==> src/rtl/mcycle_ctrl.sv <==
// mcycle_ctrl: multi-cycle MIPS-style main control FSM.
// Waits on mem_ready in every memory state; flags illegal opcodes.
module mcycle_ctrl (
  input  logic       clk,
  input  logic       reset,
  input  logic [5:0] op,
  input  logic       zero,
  input  logic       mem_ready,
  output logic       iord,
  output logic       memwrite,
  output logic       irwrite,
  output logic       regwrite,
  output logic       regdst,
  output logic       memtoreg,
  output logic       alusrca,
  output logic [1:0] alusrcb,
  output logic [1:0] pcsrc,
  output logic [1:0] aluop,
  output logic       pcen,
  output logic [3:0] state,
  output logic       illegal
);

  typedef enum logic [3:0] {
    FETCH   = 4'd0,
    DECODE  = 4'd1,
    MEMADR  = 4'd2,
    MEMRD   = 4'd3,
    MEMWB   = 4'd4,
    MEMWR   = 4'd5,
    RTYPEEX = 4'd6,
    RTYPEWB = 4'd7,
    BEQEX   = 4'd8,
    ADDIEX  = 4'd9,
    ADDIWB  = 4'd10,
    JEX     = 4'd11
  } state_t;

  localparam logic [5:0] OP_LW   = 6'b100011;
  localparam logic [5:0] OP_SW   = 6'b101011;
  localparam logic [5:0] OP_R    = 6'b000000;
  localparam logic [5:0] OP_BEQ  = 6'b000100;
  localparam logic [5:0] OP_ADDI = 6'b001000;
  localparam logic [5:0] OP_J    = 6'b000010;

  state_t state_q, state_d;
  logic   is_mem, is_r, is_beq, is_addi, is_j, op_ok;
  logic   pcwrite, branch;

  assign is_mem  = (op == OP_LW) || (op == OP_SW);
  assign is_r    = (op == OP_R);
  assign is_beq  = (op == OP_BEQ);
  assign is_addi = (op == OP_ADDI);
  assign is_j    = (op == OP_J);
  assign op_ok   = is_mem | is_r | is_beq | is_addi | is_j;

  assign state = state_q;

  // State register; reset drops straight back to FETCH.
  always_ff @(posedge clk or negedge reset) begin
    if (!reset) state_q <= FETCH;
    else        state_q <= state_d;
  end

  // Next-state logic.
  always_comb begin
    state_d = FETCH;
    case (state_q)
      FETCH:   state_d = mem_ready ? DECODE : FETCH;
      DECODE: begin
        unique case (1'b1)
          is_mem:  state_d = MEMADR;
          is_r:    state_d = RTYPEEX;
          is_beq:  state_d = BEQEX;
          is_addi: state_d = ADDIEX;
          is_j:    state_d = JEX;
          default: state_d = FETCH;
        endcase
      end
      MEMADR:  state_d = (op == OP_LW) ? MEMRD : MEMWR;
      MEMRD:   state_d = mem_ready ? MEMWB : MEMRD;
      MEMWR:   state_d = mem_ready ? FETCH : MEMWR;
      RTYPEEX: state_d = RTYPEWB;
      ADDIEX:  state_d = ADDIWB;
      default: state_d = FETCH;
    endcase
  end

  // Datapath controls; Moore except irwrite, pcen and illegal.
  always_comb begin
    iord     = 1'b0;
    memwrite = 1'b0;
    irwrite  = 1'b0;
    regwrite = 1'b0;
    regdst   = 1'b0;
    memtoreg = 1'b0;
    alusrca  = 1'b0;
    alusrcb  = 2'b00;
    pcsrc    = 2'b00;
    aluop    = 2'b00;
    illegal  = 1'b0;
    pcwrite  = 1'b0;
    branch   = 1'b0;
    case (state_q)
      FETCH: begin
        alusrcb = 2'b01;
        irwrite = mem_ready;
        pcwrite = mem_ready;
      end
      DECODE: begin
        alusrcb = 2'b11;
        illegal = ~op_ok;
      end
      MEMADR, ADDIEX: begin
        alusrca = 1'b1;
        alusrcb = 2'b10;
      end
      MEMRD: iord = 1'b1;
      MEMWR: begin
        iord     = 1'b1;
        memwrite = 1'b1;
      end
      MEMWB: begin
        memtoreg = 1'b1;
        regwrite = 1'b1;
      end
      RTYPEEX: begin
        alusrca = 1'b1;
        aluop   = 2'b10;
      end
      RTYPEWB: begin
        regdst   = 1'b1;
        regwrite = 1'b1;
      end
      ADDIWB: regwrite = 1'b1;
      BEQEX: begin
        alusrca = 1'b1;
        aluop   = 2'b01;
        pcsrc   = 2'b01;
        branch  = 1'b1;
      end
      JEX: begin
        pcsrc   = 2'b10;
        pcwrite = 1'b1;
      end
      default: ;
    endcase
    pcen = pcwrite | (branch & zero);
  end

endmodule

==> config.mk <==
export PLATFORM = sky130hd
export DESIGN_NAME = mcycle_ctrl
export DESIGN_NICKNAME = d
export VERILOG_FILES = /design/src/rtl/mcycle_ctrl.sv
export SDC_FILE = /design/constraint.sdc
export NUM_CORES = 1
export LEC_CHECK = 0
export CORE_ASPECT_RATIO = 1.2
export CORE_MARGIN = 2
export CORE_UTILIZATION = 34
export CTS_CLUSTER_DIAMETER = 60
export DETAILED_ROUTE_END_ITERATION = 8
export PLACE_DENSITY = 0.71
export SYNTH_ARGS = -nofsm -noshare
export SYNTH_HDL_FRONTEND = slang
export SYNTH_SLANG_ARGS = --single-unit
==> constraint.sdc <==
create_clock -name clk -period 1.3 [get_ports clk]
set_clock_uncertainty 0.1 [all_clocks]
set_input_delay 0.195 -clock clk [delete_from_list [all_inputs] [get_ports clk]]
set_output_delay 0.195 -clock clk [all_outputs]
set_load 0.05 [all_outputs]
==> metrics.csv, run 1 <==
metric;value;unit
Routability Congestion;0.803;
Stop Error;[ERROR DPL-0038] Utilization greater than 100%, impossible to legalize;
Die Wd;40.9;um
mean area per synthesized cell;7.52;um^2
Mapped Nets;84;
Clock Sinks;4;
sequential area share after synthesis;18.0;%
Die Ht;48.3;um
Post-synth EDFFs;0;
Failed at;clock tree synthesis;
Synth Area in Simple Gates;49.2;%
dpl cells;138;
Post-CTS Resized;39;
number of H-tree levels;1;
prevailing post-synth register cell;dfrtp_1;
CTS Hold Buffers Added;0;
Starting Density;35.2;%
yosys warns;0;
Unique masters post-synth;34;
I/O Pins;29;
FF+latch count, synth;4;
XOR/XNOR share of the synthesized area;4.72;%
total CTS buffers;3;
largest family of logic cells by synthesized area;simple AND/OR/NAND/NOR gates;
setup repair bufs after CTS;15;
Rows;16;
post-synthesis compound-gate area fraction;20.7;%
mux cell area share after synthesis;0;%
post-synth top area share;18.0;%
Clock Tree Buf Depth;2;
Post-synth ARST share;100;%
adder-cell area share of the yosys netlist;0;%
clock root buffer;clkbuf_4;
Buffers on Ports;28;
Post-Syn Instances;74;
largest cells by area after synthesis;dfrtp_1 (18%), nor3_1 (6.3%), nor2_1 (6.1%);
outcome;aborted with a tool error;
hpwl dp;1.74;mm
largest area contributor in the netlist;dfrtp_1;
Synth Cell Area;557;um^2
-- logic make-up after synthesis --
kind of cell / count (synthesis)
flip-flops: 4
AO/OA/AOI/OAI: 17
AND/OR/NAND/NOR: 44
XOR/XNOR: 3
buffers and inverters: 6
-- Yosys cell counts, types with 3 or more instances --
master and n:
a21oi_1 4, nand2b_1 4, nor2_1 9, nor3_1 7, o21ai_0 3, dfrtp_1 4, buf_2 3, nand2_1 7
-- per-stage QoR --
step	area, um^2	setup slack (ps)
2_1_floorplan	791	-459
3_3_place_gp	1400	-501
3_5_place_dp	1400	-713
==> inputs of run 2 (changes only) <==
==> config.mk (replaced) <==
export PLATFORM = sky130hd
export DESIGN_NAME = mcycle_ctrl
export DESIGN_NICKNAME = d
export VERILOG_FILES = /design/src/rtl/mcycle_ctrl.sv
export SDC_FILE = /design/constraint.sdc
export NUM_CORES = 1
export LEC_CHECK = 0
export CORE_AREA = 2 2 63 65
export DETAILED_ROUTE_END_ITERATION = 8
export DIE_AREA = 0 0 65 67
export PLACE_DENSITY_LB_ADDON = 0.15
export SYNTH_ARGS = -nofsm -noshare
export SYNTH_HDL_FRONTEND = slang
export SYNTH_SLANG_ARGS = --single-unit
==> constraint.sdc (replaced) <==
create_clock -name clk -period 1.7 [get_ports clk]
set_clock_uncertainty 0.1 [all_clocks]
set_input_delay 0.255 -clock clk [delete_from_list [all_inputs] [get_ports clk]]
set_output_delay 0.255 -clock clk [all_outputs]
set_load 0.05 [all_outputs]
==> run 2 against run 1 <==
Compared with the run above: the flow now finishes, with violations (negative setup slack); synthesized area unchanged; synthesized cell count unchanged.
==> metrics.csv, run 2 <==
metric;value;unit
drt first pass iters;4;
Crit Path Category;flop to output pin;
commonest non-fill, non-tap cells in the layout;buf_4 (28), buf_12 (19), buf_6 (6);
mean area per synthesized cell;7.52;um^2
leak pwr;0.000640;uW
number of flip-flops in the largest register;4;
Tot GR Track Use;10.2;%
Max-slew headroom;74.0;%
Remaining Overflow, GRT;0;
Post-synth EDFFs;0;
TritonCTS clock tree;built;
Final min period;1780;ps
pwr dens;878;nW/um^2
ANT nets after route;0;
Int Pwr;793;uW
initial antenna violation count;0;
Fin. Hold Viols;0;
prevailing post-synth register cell;dfrtp_1;
Sw Pwr;602;uW
Combinational Power Share;74.7;%
Die Ht;67;um
Reg power frac;10.9;%
DR WL/cell;12.5;um
Starting Density;15.4;%
clock root buffer;clkbuf_8;
DRC errors left;0;
post-synth top area share;18.0;%
Post-synth ARST share;100;%
Via density;4.35;
final worst setup slack;-77.3;ps
vias in the first global route;762;
RSZ-0062 raised after global routing;true;
hold crit path type;input port to async pin;
met3 wire len;114;um
Nets;146;
Area Overhead vs Synth;185;%
most frequent cell after synthesis;nor2_1;
clk slew on worst S/H paths;30;ps
core area;3610;um^2
Die Wd;65;um
switching part of the total power;43.1;%
Rows;22;
Final Cycle Share;105;%
Routability Congestion;0.701;
I/O Pins;29;
Die Area;4360;um^2
Synth Cell Area;557;um^2
global-route wire length before repair;3.48;mm
Post-Route Utilization;44.0;%
Clock Tree Buf Depth;2;
fmax;563;MHz
1st-iter DRT viols;17;
Unique masters post-synth;34;
commonest non-fill, non-tap cell in the layout;buf_4;
Worst EP required;1340;ps
largest area contributor in the netlist;dfrtp_1;
largest cells by area after synthesis;dfrtp_1 (18%), nor3_1 (6.3%), nor2_1 (6.1%);
Clock Latency Late Sink;220;ps
top layer in use;met4;
hpwl dp;1.66;mm
total CTS buffers;3;
Mapped Nets;84;
proportion of power drawn by the clock network;14.3;%
WP data arrival;1420;ps
measured slew at the worst slew-check pin;389;ps
FF+latch count, synth;4;
Final setup viols;7;
Crit. End Element;output pin;
sequential area share after synthesis;18.0;%
Post-Syn Instances;74;
setup tns final;-330;ps
layout cells sized above 1;67.9;%
largest net degree at the start of global routing;11;
crit path max fanout;6;
maximum vdd drop;0.000372;V
Post-synth top cells;nor2_1 (9), nand2_1 (7), nor3_1 (7);
Final Slew Violations;0;
met2 WL;1.26;mm
Clock Sinks;4;
outcome;finished with violations;
Buffers on Ports;28;
failing checks;negative setup slack;
Antenna Cells;0;
Critical Path Start Type;flop;
DRT Wirelength;2.28;mm
CTS Hold Buffers Added;0;
max-cap violations;0;
yosys warns;0;
DRT met1 WL;899;um
number of H-tree levels;1;
via count;791;
fillers;355;
hold slack;155;ps
[run 2: cell counts after synthesis]
No cell type changed its count.
[run 2: routing by layer]
metal	up-vias	global-route usage (%)
li1	397	-
met1	367	11.8
met2	25	19.3
met3	2	1.35
met4	0	3.19
met5	-	0
[run 2: layout make-up]
| class | instances | area [um^2] | share of cell area (%) |
|---|---|---|---|
| Multi-Input combinational cell | 64 | 619 | 39.0 |
| Timing Repair Buffer | 63 | 757 | 47.7 |
| Clock buffer | 3 | 41.3 | 2.60 |
| Sequential cell | 4 | 110 | 6.93 |
| Tap cell | 48 | 60.1 | 3.78 |
[run 2: power groups by stage]
stage | combinational [uW] | sequential, uW | clock, uW
floorplan | 501 | 192 | 0
global placement | 924 | 161 | 0
detailed placement | 928 | 163 | 0
CTS | 986 | 154 | 203
global route | 1090 | 155 | 215
finish | 1040 | 152 | 200
[run 2: final timing paths]
check                         start       end  slack, ps  depth (start not counted)
hold reg to reg            state[3]  state[3]        690                          2
max in group asynchronous     reset  state[3]       1140                          1
setup / recovery           state[1]   illegal        -80                          4
hold / removal                reset  state[1]        150                          1
min in group clk              op[5]  state[0]        520                          3
setup reg to reg           state[1]  state[1]        220                          5
[run 2: timing repair]
action / 4_1_cts / 5_1_grt
pin swaps: 4 / 1
setup buffers: 5 / 8
resized for setup: 15 / 11
endpoints found under the setup margin: 12 / 13
[run 2: metrics by stage]
| stage | setup WS (ps) | total power (uW) | area [um^2] | cells |
|---|---|---|---|---|
| 2_1_floorplan | -117 | 693 | 763 | 74 |
| 3_3_place_gp | -243 | 1080 | 1380 | 166 |
| 3_5_place_dp | -241 | 1090 | 1380 | 166 |
| 4_1_cts | -88.6 | 1340 | 1490 | 174 |
| 5_1_grt | -135 | 1460 | 1590 | 182 |
| 6_report | -77.3 | 1390 | 1590 | 182 |
[run 2: logic make-up after synthesis]
| group | after synthesis | share of synthesized area, % |
|---|---|---|
| AO/OA/AOI/OAI | 17 | 20.7 |
| XOR/XNOR | 3 | 4.72 |
| AND/OR/NAND/NOR | 44 | 49.2 |
| flip-flops | 4 | 18.0 |
| buffers and inverters | 6 | 7.41 |
[run 2: worst max-delay path: stages, from the launching register on]
cell and delay [ps]:
dfrtp_2 440, buf_4 160, nor4b_4 220, and3b_2 250, buf_12 140
(Power assumes the default switching activity.)
==> inputs of run 3 (changes only) <==
--- a/config.mk
+++ b/config.mk
@@ -5,10 +5,13 @@
 export SDC_FILE = /design/constraint.sdc
 export NUM_CORES = 1
 export LEC_CHECK = 0
+export ABC_CLOCK_PERIOD_IN_PS = 1700
 export CORE_AREA = 2 2 63 65
 export DETAILED_ROUTE_END_ITERATION = 8
 export DIE_AREA = 0 0 65 67
+export GPL_ROUTABILITY_DRIVEN = 0
 export PLACE_DENSITY_LB_ADDON = 0.15
+export RECOVER_POWER = 25
 export SYNTH_ARGS = -nofsm -noshare
 export SYNTH_HDL_FRONTEND = slang
 export SYNTH_SLANG_ARGS = --single-unit
==> run 3 against run 2 <==
Compared with the run above: the run still ends with negative setup slack left; sequential share of layout area stayed put; largest cell class unchanged; fmax hardly changed; clock power hardly changed; critical path depth stayed put; routed wire length stayed put; worst hold slack better by 70 ps; critical path type unchanged; largest power group unchanged; worst setup slack hardly changed; highest routed layer unchanged; die area stayed put.
==> metrics.csv, run 3 (synthesis gave the netlist of run 2 again) <==
metric;value;unit
outcome;finished with violations;
failing checks;negative setup slack;
Final Cycle Share;105;%
Crit. End Element;output pin;
Max stage delay on crit path;440;ps
Via density;4.35;
FF-to-FF path depth;5;
DRC errors left;0;
critical path's slowest cell;dfrtp_2;
commonest non-fill, non-tap cell in the layout;buf_4;
WP data arrival;1420;ps
Remaining Overflow, GRT;0;
crit path max fanout;6;
Nets;146;
total CTS buffers;3;
Area Overhead vs Synth;185;%
Antenna Cells;0;
I/O Pins;29;
initial antenna violation count;0;
core area;3610;um^2
Clock Tree Buf Depth;2;
max-cap violations;0;
drt first pass iters;4;
Final min period;1780;ps
Non-Filler Instances;182;
Starting Density;15.4;%
Clock Sinks;4;
number of H-tree levels;1;
clk slew on worst S/H paths;30;ps
Fin. Hold Viols;0;
global-route wire length before repair;3.48;mm
fin area;1590;um^2
1st-iter DRT viols;17;
Rows;22;
via count;791;
Final Slew Violations;0;
Post-Place Cell Area;1380;um^2
Worst EP required;1340;ps
CTS Hold Buffers Added;0;
maximum vdd drop;0.000372;V
commonest non-fill, non-tap cells in the layout;buf_4 (28), buf_12 (19), buf_6 (6);
Crit Path Category;flop to output pin;
Die Area;4360;um^2
vias in the first global route;762;
reg-to-reg startpoint;state[1];
dpl cells;166;
Critical Path Start Type;flop;
largest net degree at the start of global routing;11;
clock root buffer;clkbuf_8;
Die Ht;67;um
hold crit path type;input port to async pin;
Buffers on Ports;28;
hpwl dp;1.66;mm
RSZ-0062 raised after global routing;true;
DR WL/cell;12.5;um
measured slew at the worst slew-check pin;389;ps
Crit path max-delay family;simple AND/OR/NAND/NOR gates;
crit-path cells;buf_4 -> nor4b_4 -> and3b_2 -> buf_12;
leak pwr;0.000640;uW
R2R Path End;state[1];
ANT nets after route;0;
Reg2Reg Setup Slack;220;ps
pwr dens;878;nW/um^2
TritonCTS clock tree;built;
Max-slew headroom;74.0;%
Tot GR Track Use;10.2;%
DRT Wirelength;2.28;mm
number of flip-flops in the largest register;4;
CP Buf/Inv Count;2;
Final setup viols;7;
Clock Latency Late Sink;220;ps
final worst setup slack;-77.3;ps
layout cells sized above 1;67.9;%
Die Wd;65;um
fillers;355;
fmax;563;MHz
run 3: cell types whose count changed in the layout (fill, tap and decap cells not counted):
| cell | previous run | this run |
|---|---|---|
| dlygate4sd3_1 | 0 | 1 |
| clkdlybuf4s50_1 | 4 | 3 |
run 3: final cells by class:
type	count	area, um^2	area share (%)
clock buffer	3	41.3	2.60
multi-input combinational	64	619	39.0
sequential	4	110	6.93
tap	48	60.1	3.78
timing repair buffer	63	757	47.7
run 3: how the worst max path moves through the flow:
stage,start,to,cells past startpoint
floorplan,state[1],iord,4
global placement,op[3],illegal,5
detailed placement,op[3],illegal,5
CTS,state[3],illegal,3
global route,state[1],illegal,4
finish,state[1],illegal,4
run 3: stage by stage:
step | worst slack, ps | power, uW | utilization [%] | TNS, ps | hold slack (ps)
2_1_floorplan | -117 | 693 | - | -543 | -141
3_3_place_gp | -243 | 1080 | 38.2 | -495 | 367
3_5_place_dp | -241 | 1090 | 38.2 | -488 | 379
4_1_cts | -88.6 | 1340 | 41.3 | -263 | 155
5_1_grt | -135 | 1460 | 44.0 | -927 | 229
6_report | -77.3 | 1390 | 44.0 | -330 | 225
run 3: worst reg2reg max path, cell delays in order, from the launching register on:
cell	delay (ps)
dfrtp_2	440
buf_4	160
nor4b_4	220
buf_4	150
nand2_1	60
o221ai_1	230
run 3: where the power goes:
group | switching (uW) | leakage, uW | internal (uW)
Clock | 49.0 | 0.0000216 | 151
Sequential | 38.0 | 0.0000470 | 114
Combinational | 514 | 0.000572 | 527
Total | 601 | 0.000640 | 792
run 3: what timing repair did:
item	4_1_cts	5_1_grt
resized for setup	15	11
setup endpoints to repair	12	13
cloned	0	0
pin swaps	4	1
setup buffers	5	8
run 3: routing by layer:
metal	share of wire (%)	global-route usage, %	up-vias
met2	55	19.3	25
li1	-	-	397
met5	0	0	-
met3	5.0	1.35	2
met1	39	11.8	367
met4	0.53	3.19	0
